--- src/rtl/ili9163_pkg.sv ---
// Shared definitions for the ILI9163 raster pixel source: FSM encoding,
// RGB565 colour constants and coordinate-width helper.
package ili9163_pkg;

   typedef enum logic [1:0] {
      IDLE   = 2'd0,
      STREAM = 2'd1,
      DONE   = 2'd2
   } state_t;

   localparam logic [15:0] BLACK = 16'h0000;
   localparam logic [15:0] WHITE = 16'hFFFF;
   localparam logic [15:0] RED   = 16'hF800;
   localparam logic [15:0] CYAN  = 16'h07FF;

   function automatic int coord_w(input int n);
      return (n > 1) ? $clog2(n) : 1;
   endfunction

endpackage

--- src/rtl/raster_counter.sv ---
// Row-major x/y position counter; also exposes the position one advance ahead
// so the pixel for the next position can be registered alongside it.
module raster_counter
   import ili9163_pkg::*;
#(
   parameter  int WIDTH  = 128,
   parameter  int HEIGHT = 128,
   localparam int XW     = coord_w(WIDTH),
   localparam int YW     = coord_w(HEIGHT)
) (
   input  logic          clk,
   input  logic          rst,
   input  logic          clear,
   input  logic          advance,
   output logic [XW-1:0] x,
   output logic [YW-1:0] y,
   output logic [XW-1:0] nx,
   output logic [YW-1:0] ny,
   output logic          last
);

   logic x_end;

   assign x_end = (x == XW'(WIDTH - 1));
   assign last  = x_end && (y == YW'(HEIGHT - 1));
   assign nx    = x_end ? '0 : x + XW'(1);
   assign ny    = last ? '0 : (x_end ? y + YW'(1) : y);

   always_ff @(posedge clk or negedge rst) begin
      if (!rst) begin
         x <= '0;
         y <= '0;
      end else if (clear) begin
         x <= '0;
         y <= '0;
      end else if (advance) begin
         x <= nx;
         y <= ny;
      end
   end

endmodule

--- src/rtl/ili9163_frame_gen.sv ---
// Raster pixel source for the ILI9163 controller: solid background plus one
// rectangular sprite, one pixel per request, parameters shadowed per frame.
module ili9163_frame_gen
   import ili9163_pkg::*;
#(
   parameter  int WIDTH      = 128,
   parameter  int HEIGHT     = 128,
   parameter  int PIXEL_SIZE = 16,
   parameter  int SPRITE_W   = 16,
   parameter  int SPRITE_H   = 16,
   localparam int XW         = coord_w(WIDTH),
   localparam int YW         = coord_w(HEIGHT)
) (
   input  logic                  clk,
   input  logic                  rst,
   input  logic                  frame_start,
   input  logic                  pixel_req,
   input  logic [PIXEL_SIZE-1:0] bg_color,
   input  logic [PIXEL_SIZE-1:0] fg_color,
   input  logic [XW-1:0]         sprite_x,
   input  logic [YW-1:0]         sprite_y,
   output logic [PIXEL_SIZE-1:0] pixel_data,
   output logic                  pixel_valid,
   output logic                  frame_done,
   output logic                  busy
);

   state_t                state_q, state_d;
   logic                  start, take;
   logic [PIXEL_SIZE-1:0] bg_q, fg_q;
   logic [XW-1:0]         sx_q;
   logic [YW-1:0]         sy_q;
   logic [XW-1:0]         cx, nx, hx, hsx;
   logic [YW-1:0]         cy, ny, hy, hsy;
   logic                  last;
   logic [PIXEL_SIZE-1:0] hbg, hfg, pix;
   logic [XW:0]           x_lim;
   logic [YW:0]           y_lim;
   logic                  hit;

   raster_counter #(.WIDTH(WIDTH), .HEIGHT(HEIGHT)) u_cnt (
      .clk     (clk),
      .rst     (rst),
      .clear   (start),
      .advance (take),
      .x       (cx),
      .y       (cy),
      .nx      (nx),
      .ny      (ny),
      .last    (last)
   );

   always_comb begin
      state_d = state_q;
      start   = frame_start && (state_q != STREAM);
      take    = pixel_req && (state_q == STREAM);
      if (start)
         state_d = STREAM;
      else if (take && last)
         state_d = DONE;
   end

   // On frame start the first pixel is built from the live inputs being latched;
   // otherwise from the shadow copies at the position after the advance.
   always_comb begin
      hx  = start ? '0 : nx;
      hy  = start ? '0 : ny;
      hsx = start ? sprite_x : sx_q;
      hsy = start ? sprite_y : sy_q;
      hbg = start ? bg_color : bg_q;
      hfg = start ? fg_color : fg_q;
      // One bit wider than the coordinate so the sprite clips instead of wrapping.
      x_lim = {1'b0, hsx} + (XW+1)'(SPRITE_W);
      y_lim = {1'b0, hsy} + (YW+1)'(SPRITE_H);
      hit   = (hx >= hsx) && ({1'b0, hx} < x_lim) &&
              (hy >= hsy) && ({1'b0, hy} < y_lim);
      pix   = hit ? hfg : hbg;
   end

   always_ff @(posedge clk or negedge rst) begin
      if (!rst) begin
         state_q     <= IDLE;
         bg_q        <= '0;
         fg_q        <= '0;
         sx_q        <= '0;
         sy_q        <= '0;
         pixel_data  <= '0;
         pixel_valid <= 1'b0;
         frame_done  <= 1'b0;
         busy        <= 1'b0;
      end else begin
         state_q     <= state_d;
         busy        <= (state_d == STREAM);
         pixel_valid <= (state_d == STREAM);
         frame_done  <= (state_d == DONE);
         if (start) begin
            bg_q       <= bg_color;
            fg_q       <= fg_color;
            sx_q       <= sprite_x;
            sy_q       <= sprite_y;
            pixel_data <= pix;
         end else if (take && !last) begin
            pixel_data <= pix;
         end
      end
   end

endmodule
--- config.mk ---
export PLATFORM = sky130hd
export DESIGN_NAME = ili9163_frame_gen
export DESIGN_NICKNAME = d
export VERILOG_FILES = /design/src/rtl/ili9163_pkg.sv /design/src/rtl/raster_counter.sv /design/src/rtl/ili9163_frame_gen.sv
export SDC_FILE = /design/constraint.sdc
export NUM_CORES = 1
export LEC_CHECK = 0
export CAP_MARGIN = 20
export CORE_MARGIN = 10
export CORE_UTILIZATION = 40
export DETAILED_ROUTE_END_ITERATION = 6
export PLACE_DENSITY_LB_ADDON = 0.3
export REMOVE_ABC_BUFFERS = 1
export SYNTH_ARGS = -nofsm -noshare
export SYNTH_HDL_FRONTEND = slang
export SYNTH_HIERARCHICAL = 1
export SYNTH_SLANG_ARGS = --single-unit
--- constraint.sdc ---
create_clock -name clk -period 3.7 [get_ports clk]
set_input_delay 0.37 -clock clk [delete_from_list [all_inputs] [get_ports clk]]
set_output_delay 0.37 -clock clk [all_outputs]
set_load 0.01 [all_outputs]
==> reports/results.ini, run 1 <==
[run_status]
status = complete, no violations

[detailed_routing]
first_iter_violations = 159
highest_layer = met4
wl_um = 9740
routedWlPerCell_um = 14.5
wl_met1_um = 4650
viasPerCell = 4.97
drc = 0
route.met3.wl_um = 353
met2WireLength_um = 4550
drt.antenna.violating_nets = 0
drt_first_pass_iters = 4
vias = 3335

[yosys]
synthFlopType = dfrtp_1
synth_area_um2 = 4390
synth.avg_cell_area_um2 = 9.83
synth_seq_area_share = 0.456
synth_warnings = 6
synth-seq-cells = 80
syn_inst = 447
synth_cell_types = 62
synth_edf_count = 0
synthArstFlopShare = 1.00

[timing]
finalMaxSlewViolations = 0
finalSetupViolations = 0
worst_pin_slew_ns = 0.483
max_freq_mhz = 282
timing.final.hold_violations = 0
rsz0062_at_grt = false
fin_crit_sh = 0.959
worst_slew_margin_rel = 0.678
finClkSkew_ns = 0.0104
layout_min_cycle_time_ns = 3.55

[power_and_ir_drop]
internal-power_w = 0.00223
swShare = 0.327
p_leak_nw = 2.65
p_sw_w = 0.00109
combPwrFrac = 0.405
p_seq_frac = 0.394
clkPwrFrac = 0.201
power.total_w = 0.00332
p_per_area_nw_per_um2 = 598
ir_drop_v = 0.000255

[setup_path]
timing.rr.start = u_cnt/x[1]$_DFFE_PN0P_
worstSetupPathType = reg2reg
cp-start-kind = flop
cp_data_arrival_time_ns = 3.78
cp_num_buf_inv = 2
crit_path_start = u_cnt/x[1]$_DFFE_PN0P_
critPathSlowestCell = dfrtp_1
critPathRequiredTime_ns = 3.93
critical-path-top-delay-family = simple AND/OR/NAND/NOR gates
worstSetupEndpointType = flop
critical-path-max-stage-delay_ns = 0.38
worstPathCellList = ha_2 > nand3_4 > buf_4 > nor4_4 > xnor2_1 > nor2_1 > and2_1 > ha_1 > o21a_1 > a21oi_1 > a31oi_1 > nand4_1 > nor4b_4 > buf_12 > mux2_2
cp_max_fo = 16

[placed_design]
hpwl_um = 7160
dp_cells = 653
gp_congestion = 0.896
port_buffers = 68

[finish]
multiInputGateArea_um2 = 2220
final_core_util = 0.514
syn2layout_area_growth_pct = 26.3
regArea_um2 = 2000
drive_gt1_frac = 0.168
nNetsFinal = 597
final_common_cell = nand2_1
mostFrequentLayoutCells = nand2_1, dfrtp_1, clkdlybuf4s50_1
fillers = 1013
fin_cells = 671
antenna_cells = 0

[floorplan]
start_util = 0.407
io_pins = 69
coreArea_um2 = 10800
chipWidth_um = 125
core.rowCount = 38
die_y_um = 125
die-area_um2 = 15600

[clock_network]
clk_pin_slew_ns = 0.08
cts_root_buf = clkbuf_8
clock_latency_ns = 0.35
cts.sinks = 80
htreeDepth = 3
numCtsBuffers = 9
cts_tree = built
clk_path_buf_depth = 2

[worst_hold_path]
hp-class = in2async

[grt]
overflow = 0
grt_pass1_wl_um = 16600
grt_util_all_layers = 0.128
grt_pass1_vias = 3453
antenna_found_initial = 0
grt_max_degree = 81

[flow_run]
maxCapViolCount = 0

-- path summary, 6_finish.rpt --
kind	end	slack, ns	cells past startpoint
min in group clk	bg_q[5]$_DFF_PN0_	0.47	2
min reg2reg	bg_q[5]$_DFF_PN0_	0.47	2
max reg2reg	pixel_data[3]$_DFFE_PN0P_	0.15	15
max in group asynchronous	sx_q[6]$_DFF_PN0_	2.70	3
max	pixel_data[3]$_DFFE_PN0P_	0.15	15
min	u_cnt/x[3]$_DFFE_PN0P_	0.42	2
-- cells by family (layout without fill, tap and decap cells) --
group / count (synthesis) / after routing / share of synthesized area
adder cells (fa/ha/maj): 21 / 21 / 0.0598
AO/OA/AOI/OAI: 37 / 37 / 0.0610
multiplexers: 45 / 45 / 0.121
buffers and inverters: 41 / 125 / 0.0407
XOR/XNOR: 19 / 19 / 0.0379
flip-flops: 80 / 80 / 0.456
AND/OR/NAND/NOR: 204 / 204 / 0.224
-- per-layer routing --
layer / global-route usage / up-vias
li1: - / 1661
met1: 0.161 / 1591
met2: 0.200 / 72
met3: 0.0251 / 11
met4: 0.0713 / 0
met5: 0 / -
-- area by class of cell --
class                   instances  area share
inverters                      21      0.0142
multi-input cells             326       0.401
well taps                     140      0.0316
clock buffers                  11      0.0255
clock inverters                 5      0.0115
flip-flops and latches         80       0.361
repair buffers                 88       0.156
-- through the flow --
step | setup TNS (ns) | worst slack [ns] | hold slack [ns] | instance area [um^2]
floorplan | -10.49 | -0.694 | 0.0744 | 4290
global placement | 0 | 0.161 | 0.449 | 5290
detailed placement | 0 | 0.0805 | 0.454 | 5290
CTS | 0 | 0.0786 | 0.215 | 5500
global route | 0 | 0.000677 | 0.431 | 5550
finish | 0 | 0.151 | 0.417 | 5550
-- power by group through the flow --
stage                     Clock, W  Combinational (W)  Sequential, W
after floorplan                  0           0.000835        0.00134
after global placement           0            0.00131        0.00132
after detailed placement         0            0.00134        0.00133
after CTS                 0.000695            0.00135        0.00131
after global routing      0.000726            0.00151        0.00135
final                     0.000669            0.00134        0.00131
-- what timing repair did --
item                       CTS  global route
resized for setup            0             3
hold buffers                 0             1
hold endpoints to repair     0            14
setup endpoints to repair    0            16
buffers inserted             0             0
-- Yosys cell counts, drive strengths merged (2+ instances only) --
master / count / share of area
dfrtp: 80 / 0.46
nand3: 8 / 0.011
xnor2: 13 / 0.026
buf: 9 / 0.013
o311ai: 2 / 0.0040
a31oi: 3 / 0.0043
a21oi: 11 / 0.013
and3: 4 / 0.0060
inv: 20 / 0.017
nor4: 5 / 0.014
and2: 13 / 0.019
xor2: 6 / 0.012
nand4: 5 / 0.0085
nand3b: 2 / 0.0034
mux2i: 11 / 0.025
or2: 2 / 0.0034
nand2: 128 / 0.11
nand2b: 3 / 0.0060
clkbuf: 11 / 0.0094
o211ai: 2 / 0.0034
mux2: 34 / 0.096
a2111oi: 2 / 0.0054
nor2: 19 / 0.017
ha: 21 / 0.060
o32ai: 2 / 0.0040
o21a: 2 / 0.0034
o21ai: 2 / 0.0023
or3b: 2 / 0.0040
nor3: 9 / 0.011
-- flip-flops by register name, summed over array words and instances, names as in the netlist --
signal	cells
bg_q	16
fg_q	16
pixel_data	16
sx_q	7
sy_q	7
u_cnt/x	7
u_cnt/y	7
state_q	2
busy	1
frame_done	1
No activity file was read; power rests on OpenSTA's default activity.
==> run 2, diff against run 1 <==
--- a/config.mk
+++ b/config.mk
@@ -11,6 +11,7 @@
 export DETAILED_ROUTE_END_ITERATION = 6
 export PLACE_DENSITY_LB_ADDON = 0.3
 export REMOVE_ABC_BUFFERS = 1
+export SLEW_MARGIN = 40
 export SYNTH_ARGS = -nofsm -noshare
 export SYNTH_HDL_FRONTEND = slang
 export SYNTH_HIERARCHICAL = 1
==> reports/results.ini, run 2 (same netlist as run 1, synthesis figures left out) <==
[setup_path]
cp-start-kind = flop
critical-path-top-delay-family = simple AND/OR/NAND/NOR gates
cp_max_fo = 16
worstSetupEndpointType = flop
crit_path_start = u_cnt/x[1]$_DFFE_PN0P_
cp_num_cells = 15
cp_num_buf_inv = 2
timing.rr.start = u_cnt/x[1]$_DFFE_PN0P_
critical-path-max-stage-delay_ns = 0.38
worstPathCellList = ha_2 > nand3_4 > buf_4 > nor4_4 > xnor2_1 > nor2_1 > and2_1 > ha_1 > o21a_1 > a21oi_1 > a31oi_1 > nand4_1 > nor4b_4 > buf_12 > mux2_2
worstSetupEndpoint = pixel_data[3]$_DFFE_PN0P_
critPathSlowestCell = dfrtp_1
r2r_end = pixel_data[3]$_DFFE_PN0P_
cp_data_arrival_time_ns = 3.80
worstSetupPathType = reg2reg
critPathRequiredTime_ns = 3.94
r2r_slack_ns = 0.15
r2r_cells = 15

[grt]
grt_max_degree = 81
antenna_found_initial = 0
overflow = 0
grt_util_all_layers = 0.128
grt_pass1_wl_um = 16700
grt_pass1_vias = 3453

[timing]
finalSetupViolations = 0
timing.final.hold_violations = 0
worst_pin_slew_ns = 0.715
layout_setup_ws_ns = 0.146
layout_min_cycle_time_ns = 3.55
finClkSkew_ns = 0.0108
timing.hold.ws_ns = 0.0401
worst_slew_margin_rel = 0.523
rsz0062_at_grt = false
fin_crit_sh = 0.960
finalMaxSlewViolations = 0
max_freq_mhz = 281

[detailed_routing]
vias = 3337
drc = 0
wl_um = 9680
drt.antenna.violating_nets = 0
first_iter_violations = 193
routedWlPerCell_um = 14.5
viasPerCell = 4.99
drt_first_pass_iters = 4

[power_and_ir_drop]
p_sw_w = 0.00109
ir_drop_v = 0.000256
p_per_area_nw_per_um2 = 602
internal-power_w = 0.00223
clkPwrFrac = 0.203
combPwrFrac = 0.403
swShare = 0.328
p_seq_frac = 0.394
p_leak_nw = 2.63
power.total_w = 0.00332

[finish]
nNetsFinal = 595
mostFrequentLayoutCells = nand2_1, dfrtp_1, clkdlybuf4s50_1
drive_gt1_frac = 0.166
multiInputGateArea_um2 = 2220
antenna_cells = 0
regArea_um2 = 2000
top_regs = bg_q x16, fg_q x16, pixel_data x16
syn2layout_area_growth_pct = 25.5
final_common_cell = nand2_1
fillers = 1015
finish.instance_area_um2 = 5510
fin_cells = 669

[clock_network]
clk_path_buf_depth = 2
clk_pin_slew_ns = 0.08
cts.sinks = 80
htreeDepth = 3
cts_root_buf = clkbuf_8
post-cts-setup-buffer-count = 0
numCtsBuffers = 9
cts_tree = built
clock_latency_ns = 0.36

[floorplan]
io_pins = 69
start_util = 0.407
coreArea_um2 = 10800
die_y_um = 125
die-area_um2 = 15600
core.rowCount = 38
chipWidth_um = 125

[placed_design]
dp_cells = 653
hpwl_um = 7160
port_buffers = 68
gp_congestion = 0.896
dp_slack_ns = 0.0805
dpl-instance-area_um2 = 5300

[flow_run]
maxCapViolCount = 0

[worst_hold_path]
hp-class = in2async

[run_status]
status = complete, no violations

run 2: how the worst min path moves through the flow:
stage,end,slack [ns],cells past startpoint
final,frame_done$_DFF_PN0_,0.04,1
after floorplan,bg_q[0]$_DFF_PN0_,0.07,0
after detailed placement,bg_q[7]$_DFF_PN0_,0.45,2
after CTS,fg_q[1]$_DFF_PN0_,0.07,1
after global routing,fg_q[1]$_DFF_PN0_,0.09,1
after global placement,bg_q[0]$_DFF_PN0_,0.45,2
run 2: through the flow:
stage                     setup TNS, ns   util
after global placement                0  0.490
after detailed placement              0  0.491
after floorplan                  -10.49      -
after global routing                  0  0.511
after CTS                             0  0.510
final                                 0  0.511
run 2: layout make-up:
| cell class | count | share of cell area |
|---|---|---|
| Multi-Input combinational cell | 326 | 0.403 |
| Timing Repair Buffer | 86 | 0.150 |
| Clock inverter | 5 | 0.0116 |
| Tap cell | 140 | 0.0318 |
| Clock buffer | 11 | 0.0256 |
| Inverter | 21 | 0.0143 |
| Sequential cell | 80 | 0.363 |
run 2: power by group through the flow:
stage / clock network, W / registers [W] / logic [W]
after floorplan: 0 / 0.00134 / 0.000835
after detailed placement: 0 / 0.00133 / 0.00134
after global routing: 0.000725 / 0.00135 / 0.00151
after global placement: 0 / 0.00132 / 0.00131
final: 0.000673 / 0.00131 / 0.00134
after CTS: 0.000695 / 0.00131 / 0.00135
run 2: what timing repair did:
| item | in CTS | in global routing |
|---|---|---|
| endpoints found under the setup margin | 0 | 16 |
| gates resized for setup | 0 | 3 |
| hold buffers | 0 | 0 |
run 2: layer usage:
layer,routed length (um),up-vias,track usage
li1,-,1656,-
met2,4440,73,0.200
met5,0,-,0
met1,4670,1590,0.162
met4,235,0,0.0713
met3,345,18,0.0251
